===== config.mk =====
export PLATFORM = sky130hd
export DESIGN_NAME = mem_flat
export DESIGN_NICKNAME = d
export VERILOG_FILES = /design/src/rtl/mem_pkg.sv /design/src/rtl/mem_if.sv /design/src/rtl/mem_load_ext.sv /design/src/rtl/mem.sv /design/src/flat_wrapper.sv
export SDC_FILE = /design/constraint.sdc
export NUM_CORES = 1
export LEC_CHECK = 0
export ABC_AREA = 1
export BUFFER_PORTS_ARGS = -buffer_cell sky130_fd_sc_hd__buf_2
export CAP_MARGIN = 25
export CORE_UTILIZATION = 35
export DETAILED_ROUTE_END_ITERATION = 10
export GPL_TIMING_DRIVEN = 0
export PLACE_DENSITY = 0.71
export SLEW_MARGIN = 20
export SYNTH_ARGS = -nofsm -noshare
export SYNTH_HDL_FRONTEND = slang
export SYNTH_SLANG_ARGS = --single-unit

===== constraint.sdc =====
create_clock -name clk -period 1.97 [get_ports clk]
set_clock_uncertainty 0.05 [all_clocks]
set_input_delay 0.394 -clock clk [delete_from_list [all_inputs] [get_ports clk]]
set_output_delay 0.394 -clock clk [all_outputs]
set_load 0.02 [all_outputs]

===== src/rtl/mem_pkg.sv =====
// mem_pkg: shared widths, access-size codes, stage states and lane-steering
// helpers for the memory-access pipeline stage.
package mem_pkg;

  localparam int ADDR_W      = 32;
  localparam int INSTR_W     = 32;
  localparam int WORD_W      = 32;
  localparam int DEST_SRC_W  = 2;
  localparam int REG_IDX_W   = 5;
  localparam int MEM_COUNT_W = 2;
  localparam int MEM_ST_W    = 2;

  localparam logic [MEM_COUNT_W-1:0] MEM_COUNT_NONE = 2'd0;
  localparam logic [MEM_COUNT_W-1:0] MEM_COUNT_BYTE = 2'd1;
  localparam logic [MEM_COUNT_W-1:0] MEM_COUNT_HALF = 2'd2;
  localparam logic [MEM_COUNT_W-1:0] MEM_COUNT_WORD = 2'd3;

  localparam logic [DEST_SRC_W-1:0] DEST_SRC_NONE = 2'd0;

  typedef enum logic [MEM_ST_W-1:0] {
    MEM_ST_IDLE = 2'd0,
    MEM_ST_REQ  = 2'd1,
    MEM_ST_DONE = 2'd2
  } mem_state_e;

  // Byte enables for an access of the given size at the given low address bits.
  function automatic logic [3:0] byte_en_f(input logic [MEM_COUNT_W-1:0] count,
                                           input logic [1:0] addr_lo);
    logic [3:0] be;
    case (count)
      MEM_COUNT_BYTE: be = 4'b0001 << addr_lo;
      MEM_COUNT_HALF: be = addr_lo[1] ? 4'b1100 : 4'b0011;
      MEM_COUNT_WORD: be = 4'b1111;
      default:        be = 4'b0000;
    endcase
    return be;
  endfunction

  // Replicate right-justified store data across every lane it could occupy.
  function automatic logic [WORD_W-1:0] wr_steer_f(input logic [MEM_COUNT_W-1:0] count,
                                                   input logic [WORD_W-1:0] data);
    logic [WORD_W-1:0] w;
    case (count)
      MEM_COUNT_BYTE: w = {4{data[7:0]}};
      MEM_COUNT_HALF: w = {2{data[15:0]}};
      default:        w = data;
    endcase
    return w;
  endfunction

  // True when the access does not sit on its natural alignment.
  function automatic logic misaligned_f(input logic [MEM_COUNT_W-1:0] count,
                                        input logic [1:0] addr_lo);
    logic m;
    case (count)
      MEM_COUNT_HALF: m = addr_lo[0];
      MEM_COUNT_WORD: m = (addr_lo != 2'b00);
      default:        m = 1'b0;
    endcase
    return m;
  endfunction

endpackage


===== src/rtl/mem_if.sv =====
// mem_if: valid/ready data-memory bus between the mem stage (master) and memory (slave).
interface mem_if;
  import mem_pkg::*;

  logic                valid;
  logic [ADDR_W-1:0]   addr;
  logic                wr_en;
  logic [WORD_W-1:0]   wr_data;
  logic [3:0]          byte_en;
  logic                ready;
  logic [WORD_W-1:0]   rd_data;

  modport master (output valid, addr, wr_en, wr_data, byte_en,
                  input  ready, rd_data);
  modport slave  (input  valid, addr, wr_en, wr_data, byte_en,
                  output ready, rd_data);
endinterface


===== src/rtl/mem_load_ext.sv =====
// mem_load_ext: picks the addressed little-endian lane out of a read word and
// sign- or zero-extends it to a full word.
module mem_load_ext
  import mem_pkg::*;
(
  input  logic [WORD_W-1:0]      rd_data_i,
  input  logic [1:0]             addr_lo_i,
  input  logic [MEM_COUNT_W-1:0] count_i,
  input  logic                   zero_ext_i,
  output logic [WORD_W-1:0]      data_o
);

  logic [7:0]  byte_s;
  logic [15:0] half_s;

  // Lane select followed by extension according to access size.
  always_comb begin
    byte_s = 8'd0;
    half_s = addr_lo_i[1] ? rd_data_i[31:16] : rd_data_i[15:0];
    case (addr_lo_i)
      2'd0:    byte_s = rd_data_i[7:0];
      2'd1:    byte_s = rd_data_i[15:8];
      2'd2:    byte_s = rd_data_i[23:16];
      2'd3:    byte_s = rd_data_i[31:24];
      default: byte_s = 8'd0;
    endcase
    case (count_i)
      MEM_COUNT_BYTE: data_o = zero_ext_i ? {24'd0, byte_s} : {{24{byte_s[7]}}, byte_s};
      MEM_COUNT_HALF: data_o = zero_ext_i ? {16'd0, half_s} : {{16{half_s[15]}}, half_s};
      default:        data_o = rd_data_i;
    endcase
  end

endmodule


===== src/rtl/mem.sv =====
// mem: memory-access pipeline stage. Registers execute results, runs one
// valid/ready bus transaction per load/store while stalling the pipeline,
// and presents aligned/extended load data to write-back.
// Optional feature macro: MEM_MISALIGN_TRAP_EN (traps misaligned HALF/WORD).
module mem
  import mem_pkg::*;
#(
  parameter int BUS_TIMEOUT = 255
) (
  input  logic                   clk,
  input  logic                   clr,
  input  logic                   stall,
  input  logic [ADDR_W-1:0]      i_pc,
  input  logic [INSTR_W-1:0]     i_instr,
  input  logic [DEST_SRC_W-1:0]  i_dest_src,
  input  logic [REG_IDX_W-1:0]   i_dest_reg,
  input  logic [WORD_W-1:0]      i_alu_eval,
  input  logic [ADDR_W-1:0]      i_mem_req_addr,
  input  logic [WORD_W-1:0]      i_mem_req_wr_data,
  input  logic                   i_mem_req_wr_en,
  input  logic [MEM_COUNT_W-1:0] i_mem_req_count,
  mem_if.master                  dmem,
  output logic                   o_stall_req,
  output logic [ADDR_W-1:0]      o_pc,
  output logic [INSTR_W-1:0]     o_instr,
  output logic [DEST_SRC_W-1:0]  o_dest_src,
  output logic [REG_IDX_W-1:0]   o_dest_reg,
  output logic [WORD_W-1:0]      o_alu_eval,
  output logic [WORD_W-1:0]      o_load_data,
  output logic                   o_bus_err
`ifdef MEM_MISALIGN_TRAP_EN
  , output logic                 o_misaligned
`endif
);

  // The timeout counter is at least 8 bits, wider only for large limits.
  localparam int TO_W = (BUS_TIMEOUT > 255) ? $clog2(BUS_TIMEOUT + 1) : 8;

  mem_state_e             state_q;
  logic [ADDR_W-1:0]      pc_q;
  logic [INSTR_W-1:0]     instr_q;
  logic [DEST_SRC_W-1:0]  dest_src_q;
  logic [REG_IDX_W-1:0]   dest_reg_q;
  logic [WORD_W-1:0]      alu_q;
  logic [MEM_COUNT_W-1:0] count_q;
  logic [1:0]             addr_lo_q;
  logic                   is_store_q;
  logic [WORD_W-1:0]      load_data_q;
  logic                   bus_err_q;
  logic                   req_q;
  logic                   wr_en_q;
  logic [3:0]             byte_en_q;
  logic [ADDR_W-1:0]      dmem_addr_q;
  logic [WORD_W-1:0]      wr_data_q;
  logic [TO_W-1:0]        tmo_cnt_q;
  logic                   misaligned_q;

  logic                   capture_s;
  logic                   trap_s;
  logic                   go_s;
  logic                   timeout_hit_s;
  logic [WORD_W-1:0]      load_ext_d;

`ifdef MEM_MISALIGN_TRAP_EN
  assign trap_s = misaligned_f(i_mem_req_count, i_mem_req_addr[1:0]);
`else
  assign trap_s = 1'b0;
`endif

  // Capture is suppressed while a transaction is outstanding, even if the
  // hazard unit failed to raise stall.
  assign capture_s     = !stall && (state_q != MEM_ST_REQ);
  assign go_s          = (i_mem_req_count != MEM_COUNT_NONE) && !trap_s;
  assign timeout_hit_s = (BUS_TIMEOUT != 0) && (tmo_cnt_q == TO_W'(BUS_TIMEOUT - 1));

  mem_load_ext u_load_ext (
    .rd_data_i  (dmem.rd_data),
    .addr_lo_i  (addr_lo_q),
    .count_i    (count_q),
    .zero_ext_i (instr_q[14]),
    .data_o     (load_ext_d)
  );

  // Stage FSM: input capture, bus request issue, completion/abort and result hold.
  always_ff @(posedge clk) begin
    if (clr) begin
      state_q      <= MEM_ST_IDLE;
      pc_q         <= '0;
      instr_q      <= '0;
      dest_src_q   <= DEST_SRC_NONE;
      dest_reg_q   <= '0;
      alu_q        <= '0;
      count_q      <= MEM_COUNT_NONE;
      addr_lo_q    <= 2'd0;
      is_store_q   <= 1'b0;
      load_data_q  <= '0;
      bus_err_q    <= 1'b0;
      req_q        <= 1'b0;
      wr_en_q      <= 1'b0;
      byte_en_q    <= 4'd0;
      dmem_addr_q  <= '0;
      wr_data_q    <= '0;
      tmo_cnt_q    <= '0;
      misaligned_q <= 1'b0;
    end else begin
      bus_err_q <= 1'b0;
      if (capture_s) begin
        pc_q         <= i_pc;
        instr_q      <= i_instr;
        dest_src_q   <= trap_s ? DEST_SRC_NONE : i_dest_src;
        dest_reg_q   <= i_dest_reg;
        alu_q        <= i_alu_eval;
        count_q      <= i_mem_req_count;
        addr_lo_q    <= i_mem_req_addr[1:0];
        is_store_q   <= i_mem_req_wr_en;
        load_data_q  <= '0;
        tmo_cnt_q    <= '0;
        misaligned_q <= trap_s;
        dmem_addr_q  <= {i_mem_req_addr[ADDR_W-1:2], 2'b00};
        wr_data_q    <= wr_steer_f(i_mem_req_count, i_mem_req_wr_data);
        if (go_s) begin
          state_q   <= MEM_ST_REQ;
          req_q     <= 1'b1;
          wr_en_q   <= i_mem_req_wr_en;
          byte_en_q <= byte_en_f(i_mem_req_count, i_mem_req_addr[1:0]);
        end else begin
          state_q   <= MEM_ST_IDLE;
          req_q     <= 1'b0;
          wr_en_q   <= 1'b0;
          byte_en_q <= 4'd0;
        end
      end else if (state_q == MEM_ST_REQ) begin
        if (dmem.ready) begin
          // Ready wins over a timeout landing in the same cycle.
          state_q   <= MEM_ST_DONE;
          req_q     <= 1'b0;
          wr_en_q   <= 1'b0;
          byte_en_q <= 4'd0;
          if (!is_store_q) begin
            load_data_q <= load_ext_d;
          end
        end else if (timeout_hit_s) begin
          state_q     <= MEM_ST_DONE;
          req_q       <= 1'b0;
          wr_en_q     <= 1'b0;
          byte_en_q   <= 4'd0;
          bus_err_q   <= 1'b1;
          load_data_q <= '0;
          dest_src_q  <= DEST_SRC_NONE;
        end else begin
          tmo_cnt_q <= tmo_cnt_q + TO_W'(1);
        end
      end
    end
  end

  assign dmem.valid   = req_q;
  assign dmem.addr    = dmem_addr_q;
  assign dmem.wr_en   = wr_en_q;
  assign dmem.wr_data = wr_data_q;
  assign dmem.byte_en = byte_en_q;

  assign o_stall_req  = req_q;
  assign o_pc         = pc_q;
  assign o_instr      = instr_q;
  assign o_dest_src   = dest_src_q;
  assign o_dest_reg   = dest_reg_q;
  assign o_alu_eval   = alu_q;
  assign o_load_data  = load_data_q;
  assign o_bus_err    = bus_err_q;
`ifdef MEM_MISALIGN_TRAP_EN
  assign o_misaligned = misaligned_q;
`endif

endmodule


===== src/flat_wrapper.sv =====
// flat-port wrapper written by rule: the top's interface ports become plain ports
module mem_flat import mem_pkg::*;
#(
  parameter int BUS_TIMEOUT = 255
)
  (clk, clr, stall, i_pc, i_instr, i_dest_src, i_dest_reg, i_alu_eval, i_mem_req_addr, i_mem_req_wr_data, i_mem_req_wr_en, i_mem_req_count, o_stall_req, o_pc, o_instr, o_dest_src, o_dest_reg, o_alu_eval, o_load_data, o_bus_err, dmem_valid, dmem_addr, dmem_wr_en, dmem_wr_data, dmem_byte_en, dmem_ready, dmem_rd_data);
  mem_if dmem_i ();
  input  logic clk;
  input  logic clr;
  input  logic stall;
  input  logic [ADDR_W-1:0] i_pc;
  input  logic [INSTR_W-1:0] i_instr;
  input  logic [DEST_SRC_W-1:0] i_dest_src;
  input  logic [REG_IDX_W-1:0] i_dest_reg;
  input  logic [WORD_W-1:0] i_alu_eval;
  input  logic [ADDR_W-1:0] i_mem_req_addr;
  input  logic [WORD_W-1:0] i_mem_req_wr_data;
  input  logic i_mem_req_wr_en;
  input  logic [MEM_COUNT_W-1:0] i_mem_req_count;
  output logic o_stall_req;
  output logic [ADDR_W-1:0] o_pc;
  output logic [INSTR_W-1:0] o_instr;
  output logic [DEST_SRC_W-1:0] o_dest_src;
  output logic [REG_IDX_W-1:0] o_dest_reg;
  output logic [WORD_W-1:0] o_alu_eval;
  output logic [WORD_W-1:0] o_load_data;
  output logic o_bus_err;
  output wire logic [$bits(dmem_i.valid)-1:0] dmem_valid;
  output wire logic [$bits(dmem_i.addr)-1:0] dmem_addr;
  output wire logic [$bits(dmem_i.wr_en)-1:0] dmem_wr_en;
  output wire logic [$bits(dmem_i.wr_data)-1:0] dmem_wr_data;
  output wire logic [$bits(dmem_i.byte_en)-1:0] dmem_byte_en;
  input wire logic [$bits(dmem_i.ready)-1:0] dmem_ready;
  input wire logic [$bits(dmem_i.rd_data)-1:0] dmem_rd_data;
  assign dmem_valid = dmem_i.valid;
  assign dmem_addr = dmem_i.addr;
  assign dmem_wr_en = dmem_i.wr_en;
  assign dmem_wr_data = dmem_i.wr_data;
  assign dmem_byte_en = dmem_i.byte_en;
  assign dmem_i.ready = dmem_ready;
  assign dmem_i.rd_data = dmem_rd_data;
  mem #(.BUS_TIMEOUT(BUS_TIMEOUT)) u_core (.clk(clk), .clr(clr), .stall(stall), .i_pc(i_pc), .i_instr(i_instr), .i_dest_src(i_dest_src), .i_dest_reg(i_dest_reg), .i_alu_eval(i_alu_eval), .i_mem_req_addr(i_mem_req_addr), .i_mem_req_wr_data(i_mem_req_wr_data), .i_mem_req_wr_en(i_mem_req_wr_en), .i_mem_req_count(i_mem_req_count), .dmem(dmem_i), .o_stall_req(o_stall_req), .o_pc(o_pc), .o_instr(o_instr), .o_dest_src(o_dest_src), .o_dest_reg(o_dest_reg), .o_alu_eval(o_alu_eval), .o_load_data(o_load_data), .o_bus_err(o_bus_err));
endmodule

; Yosys cells after proc, flatten, opt, wreduce, memory -nomap -nowiden
; Cells that the tools add are included.
[classes]
addsub = 1
n_eq_ne = 13
n_shift = 1
n_mux = 33
bitwise = 3
n_reduce_logical = 14
[op_table]
columns = operator, n
row1 = $mux W32, 5
row2 = $pmux W32 S2, 2
row3 = $pmux W8 S4, 1
row4 = $mux W4, 6
row5 = $mux W16, 1
row6 = $mux W2, 8
row7 = $pmux W4 S3, 1
row8 = $eq A2 B2 Y1 const B, 5
row9 = $mux W1, 9
row10 = $reduce_and A3 Y1, 3
row11 = $add A8 B1 Y8 const B, 1
row12 = $eq A2 B1 Y1 const B, 4
row13 = $eq A8 B8 Y1 const B, 1
row14 = $reduce_bool A2 Y1, 4
row15 = $ne A2 B1 Y1 const B, 2
row16 = $reduce_or A4 Y1, 1
row17 = $shl A1 B2 Y4 const A, 1
row18 = $not A1 Y1, 3
row19 = $reduce_bool A3 Y1, 1
row20 = $logic_not A2 Y1, 1
row21 = $ne A2 B2 Y1 const B, 1
row22 = $reduce_and A2 Y1, 1
row23 = $reduce_or A2 Y1, 1
row24 = $logic_and A1 B1 Y1, 1
row25 = $logic_not A1 Y1, 1
[totals]
regBits = 219
in_bits = 206
output_inout_bits = 207
word_cells = 82

; Logic depth before layout (Yosys ltp)
[depth]
depth_word = 6
mapped_depth = 10
ltp_nobuf = 10

; By module
; Synthesis repeated with hierarchy kept, for this count alone.
[hier_totals]
hier_cells = 1275
hier_area_um2 = 9325.2
[by_module_without_submodules]
columns = mod, n_inst, cells_each, area_per_inst_um2, seq_area_each_um2
row1 = mem, 1, 1078, 8421.8, 4364.2
row2 = mem_load_ext, 1, 197, 903.4, 0.0

; Least setup slack after synthesis
; No wires, ideal clock.
[synth_timing]
path_type = reg-to-reg
start = register u_core.count_q[0]
end = register u_core.load_data_q[21] (netlist: u_core.o_load_data[21])
setup_time_ps = 66
arrival_time_ps = 1469
required_time_ps = 1854
slack_ps = 385
path_stages_with_launch = 9
n_path_buf = 1
period_less_slack_ps = 1585
path_cell_list = dfxtp_1 inv_1 ha_1 inv_2 buf_1 nor2_1 nor2_1 nand2_2 a21oi_2
[synth_via]
elab_chain_cells = 4
word_cells_on_any_way = 5
cone_classes = 2 x eq/ne / 3 x mux
[synth_rtl]
columns = element, line_no
row1 = from (decl), mem.sv:45  ; logic [MEM_COUNT_W-1:0] count_q;
row2 = from (signal assigned), mem.sv:113  ; count_q <= i_mem_req_count;
row3 = $eq A2 B2 Y1 or $eq A2 B1 Y1 (tied branches), mem_load_ext.sv:27  ; case (count_i)
row4 = $pmux W32 S2 (*), mem_load_ext.sv:27
row5 = $mux W32 (*), mem.sv:139  ; if (!is_store_q) begin
row6 = $mux W32 (*), mem.sv:133  ; if (dmem.ready) begin
row7 = to (signal assigned), mem.sv:140  ; load_data_q <= load_ext_d;
row8 = to (decl), mem.sv:48  ; logic [WORD_W-1:0] load_data_q;
; Mark *: on every way between the ends. The rest lies on a longest branch, timed or not. The select of a mux whose other input is x is not followed.
; A chain may end at the register's enable or synchronous reset.

; Final worst setup path
[layout_timing]
start = register u_core.count_q[0]
end = register u_core.load_data_q[4] (netlist: u_core.o_load_data[4])
; Same word-level chain as after synthesis.

==> flow_summary.json <==
{
  "status": "finished, final reports clean",
  "overflow": 0,
  "wl_per_cell_um": 16.2,
  "setup_viol": 0,
  "antenna_found_initial": 6,
  "numPortBuffers": 409,
  "crit_arrival_ns": 2.10,
  "critical_path_required_ns": 2.32,
  "clock_power_share_pct": 37.4,
  "yosysWarnings": 0,
  "first_pass_iters": 5,
  "seq_area_frac_synth_pct": 48.6,
  "cp-start-kind": "flip-flop",
  "powerDensity_nw_per_um2": 931,
  "cell_internal_pwr_mw": 7.92,
  "ir_drop_mv": 0.691,
  "hold_viol_final": 0,
  "hold_class": "in -> reg",
  "hpwl_um": 25400,
  "crit_buf_inv": 2,
  "h-tree-depth": 1,
  "clock_sinks": 218,
  "worstSkewPairLatency_ns": 0.53,
  "dpl.cell_count": 1965,
  "fin_hold_ws_ns": 0.0395,
  "hold_buffers": 0,
  "pin_count": 413,
  "core_area_um2": 25200,
  "synth_ff_type": "dfxtp_1",
  "fillers": 2566,
  "grt_util_all_layers_pct": 23.9,
  "drt_iter0_markers": 547,
  "initial_core_util_pct": 35.7,
  "grt_max_degree": 13,
  "rows": 58,
  "final_cell_area_um2": 12200,
  "p_switching_mw": 3.45,
  "cts_tree": "done",
  "synth_seq_cells": 218,
  "drive_above_1_share_pct": 32.5,
  "tightestPinTransition_ns": 0.644,
  "grt_pass1_wl_um": 49100,
  "synth_cells": 1225,
  "seq_power_share_pct": 43.1,
  "sw_frac_of_total_pct": 30.4,
  "grt_pass1_vias": 9198,
  "finalWirelength_um": 32700,
  "rsz0062_at_grt": "false",
  "p_leak_nw": 6.06,
  "synth_top_area_share_pct": 48.6,
  "area_delta_synth_final_pct": 35.9,
  "numCtsBuffers": 24,
  "cts_buffer_depth": 3,
  "synthTopCellsByArea": "dfxtp_1, nor2_1, nand2_1",
  "cp_top_family": "buffers and inverters",
  "cts-root-buf": "clkbuf_16",
  "synth-async-reset-ratio_pct": 0,
  "synth_common_cells": "nor2_1, dfxtp_1, nand2_1",
  "yosys.cell_count.top_type": "nor2_1",
  "drv_slew": 0,
  "synth_edf_count": 0,
  "globalplace.congestion": 0.949,
  "critPathMaxStageDelay_ns": 0.42,
  "p_total_mw": 11.4,
  "die_area_um2": 26300,
  "post-route-drc-count": 0,
  "yosysTopAreaCell": "dfxtp_1",
  "maxCapViolations": 0,
  "crit_path_cell_trace": "inv_1, ha_1, clkbuf_1, a21oi_1, a21oi_2, nor2_1",
  "critPathCaptureType": "flip-flop",
  "stdcell_count": 2014,
  "critPathMaxFanout": 10,
  "avgSynthCellArea_um2": 7.34,
  "postPlaceCellArea_um2": 11500,
  "criticalPathCategory": "reg -> reg",
  "slew-limit-headroom_pct": 56.9,
  "netlist_area_um2": 8990,
  "ant_nets": 0,
  "finalCritPeriodShare_pct": 88.8,
  "post-route-min-period_ns": 1.75,
  "combPwrFrac_pct": 19.5,
  "cp_slowest_cell": "clkbuf_1",
  "via_per_inst": 4.82,
  "max_freq_mhz": 572,
  "die_w_um": 162,
  "synth_cell_types": 34,
  "die_h_um": 162,
  "vias": 9716,
  "path_clk_slew_ns": 0.07,
  "fin_nets": 1875
}
## repair_timing
action | 4_1_cts | 5_1_grt
endpoints found under the hold margin | 0 | 0
setup buffers | 0 | 0
endpoints found under the setup margin | 0 | 11
resized for setup | 0 | 2
## worst paths after layout
path	startpoint	cells after the start	end	slack, ns
setup / recovery	u_core.count_q[0]	6	u_core.o_load_data[4]	0.22
hold / removal	i_alu_eval[26]	3	u_core.o_alu_eval[26]	0.04
setup reg to reg	u_core.count_q[0]	6	u_core.o_load_data[4]	0.22
hold reg to reg	u_core.dmem.wr_data[0]	2	u_core.dmem.wr_data[0]	0.39
## worst min-delay path, delay by kind of cell
family | cells | cell delay [ns]
simple gates | 2 | 0.11
buf+inv | 1 | 0.08
## power groups by stage
stage | combinational [mW] | sequential, mW | clock, mW
global route | 2.42 | 4.93 | 4.51
CTS | 2.21 | 4.89 | 4.33
finish | 2.22 | 4.89 | 4.26
detailed placement | 2.21 | 4.98 | 0
floorplan | 0.931 | 5.35 | 0
global placement | 2.18 | 4.97 | 0
## layout by cell type (no fill, tap or decap), drive strengths merged
cell type | synthesis | routed
xor2 | 3 | 3
a21oi | 101 | 101
o21bai | 1 | 1
o21ai | 168 | 168
clkinv | 0 | 6
nand3 | 44 | 44
ha | 8 | 8
a22oi | 1 | 1
nor2 | 304 | 304
clkbuf | 27 | 67
nand3b | 1 | 1
diode | 0 | 5
nand2 | 225 | 225
a31oi | 8 | 8
inv | 56 | 56
o22ai | 1 | 1
conb | 1 | 2
buf | 54 | 461
o211ai | 2 | 2
nor3 | 2 | 2
dfxtp | 218 | 218
## cells by family after synthesis
group / synth area share, %
flip-flops: 48.6
AND/OR/NAND/NOR: 26.3
adder cells (fa/ha/maj): 1.11
XOR/XNOR: 0.292
buffers and inverters: 7.13
other: 0.0417
AO/OA/AOI/OAI: 16.6
## layer usage
layer / track usage [%] / share of wire (%) / vias up / routed length [um]
li1: - / - / 4815 / -
met1: 27.9 / 40 / 4489 / 13100
met2: 41.9 / 49 / 350 / 16000
met3: 6.15 / 7.4 / 60 / 2430
met4: 8.92 / 3.3 / 2 / 1090
met5: 0 / 0.040 / - / 13
## final cells by class
type	count	area [um^2]	share of cell area [%]
flip-flops and latches	218	4360	35.7
clock buffers	38	703	5.76
multi-input cells	871	3990	32.6
inverters	56	215	1.76
clock inverters	6	41.3	0.338
diodes	5	12.5	0.102
plain buffers	81	428	3.50
well taps	330	413	3.38
repair buffers	409	2050	16.8
## per-stage QoR
step / utilization (%) / setup WS, ns / TNS [ns]
after CTS: 48.4 / 0.103 / 0
after detailed placement: 45.5 / -0.0549 / -0.217
after floorplan: - / 0.385 / 0
final: 48.5 / 0.222 / 0
after global placement: 45.5 / -0.0103 / -0.0378
after global routing: 48.5 / 0.0892 / 0
(Power assumes the default switching activity.)
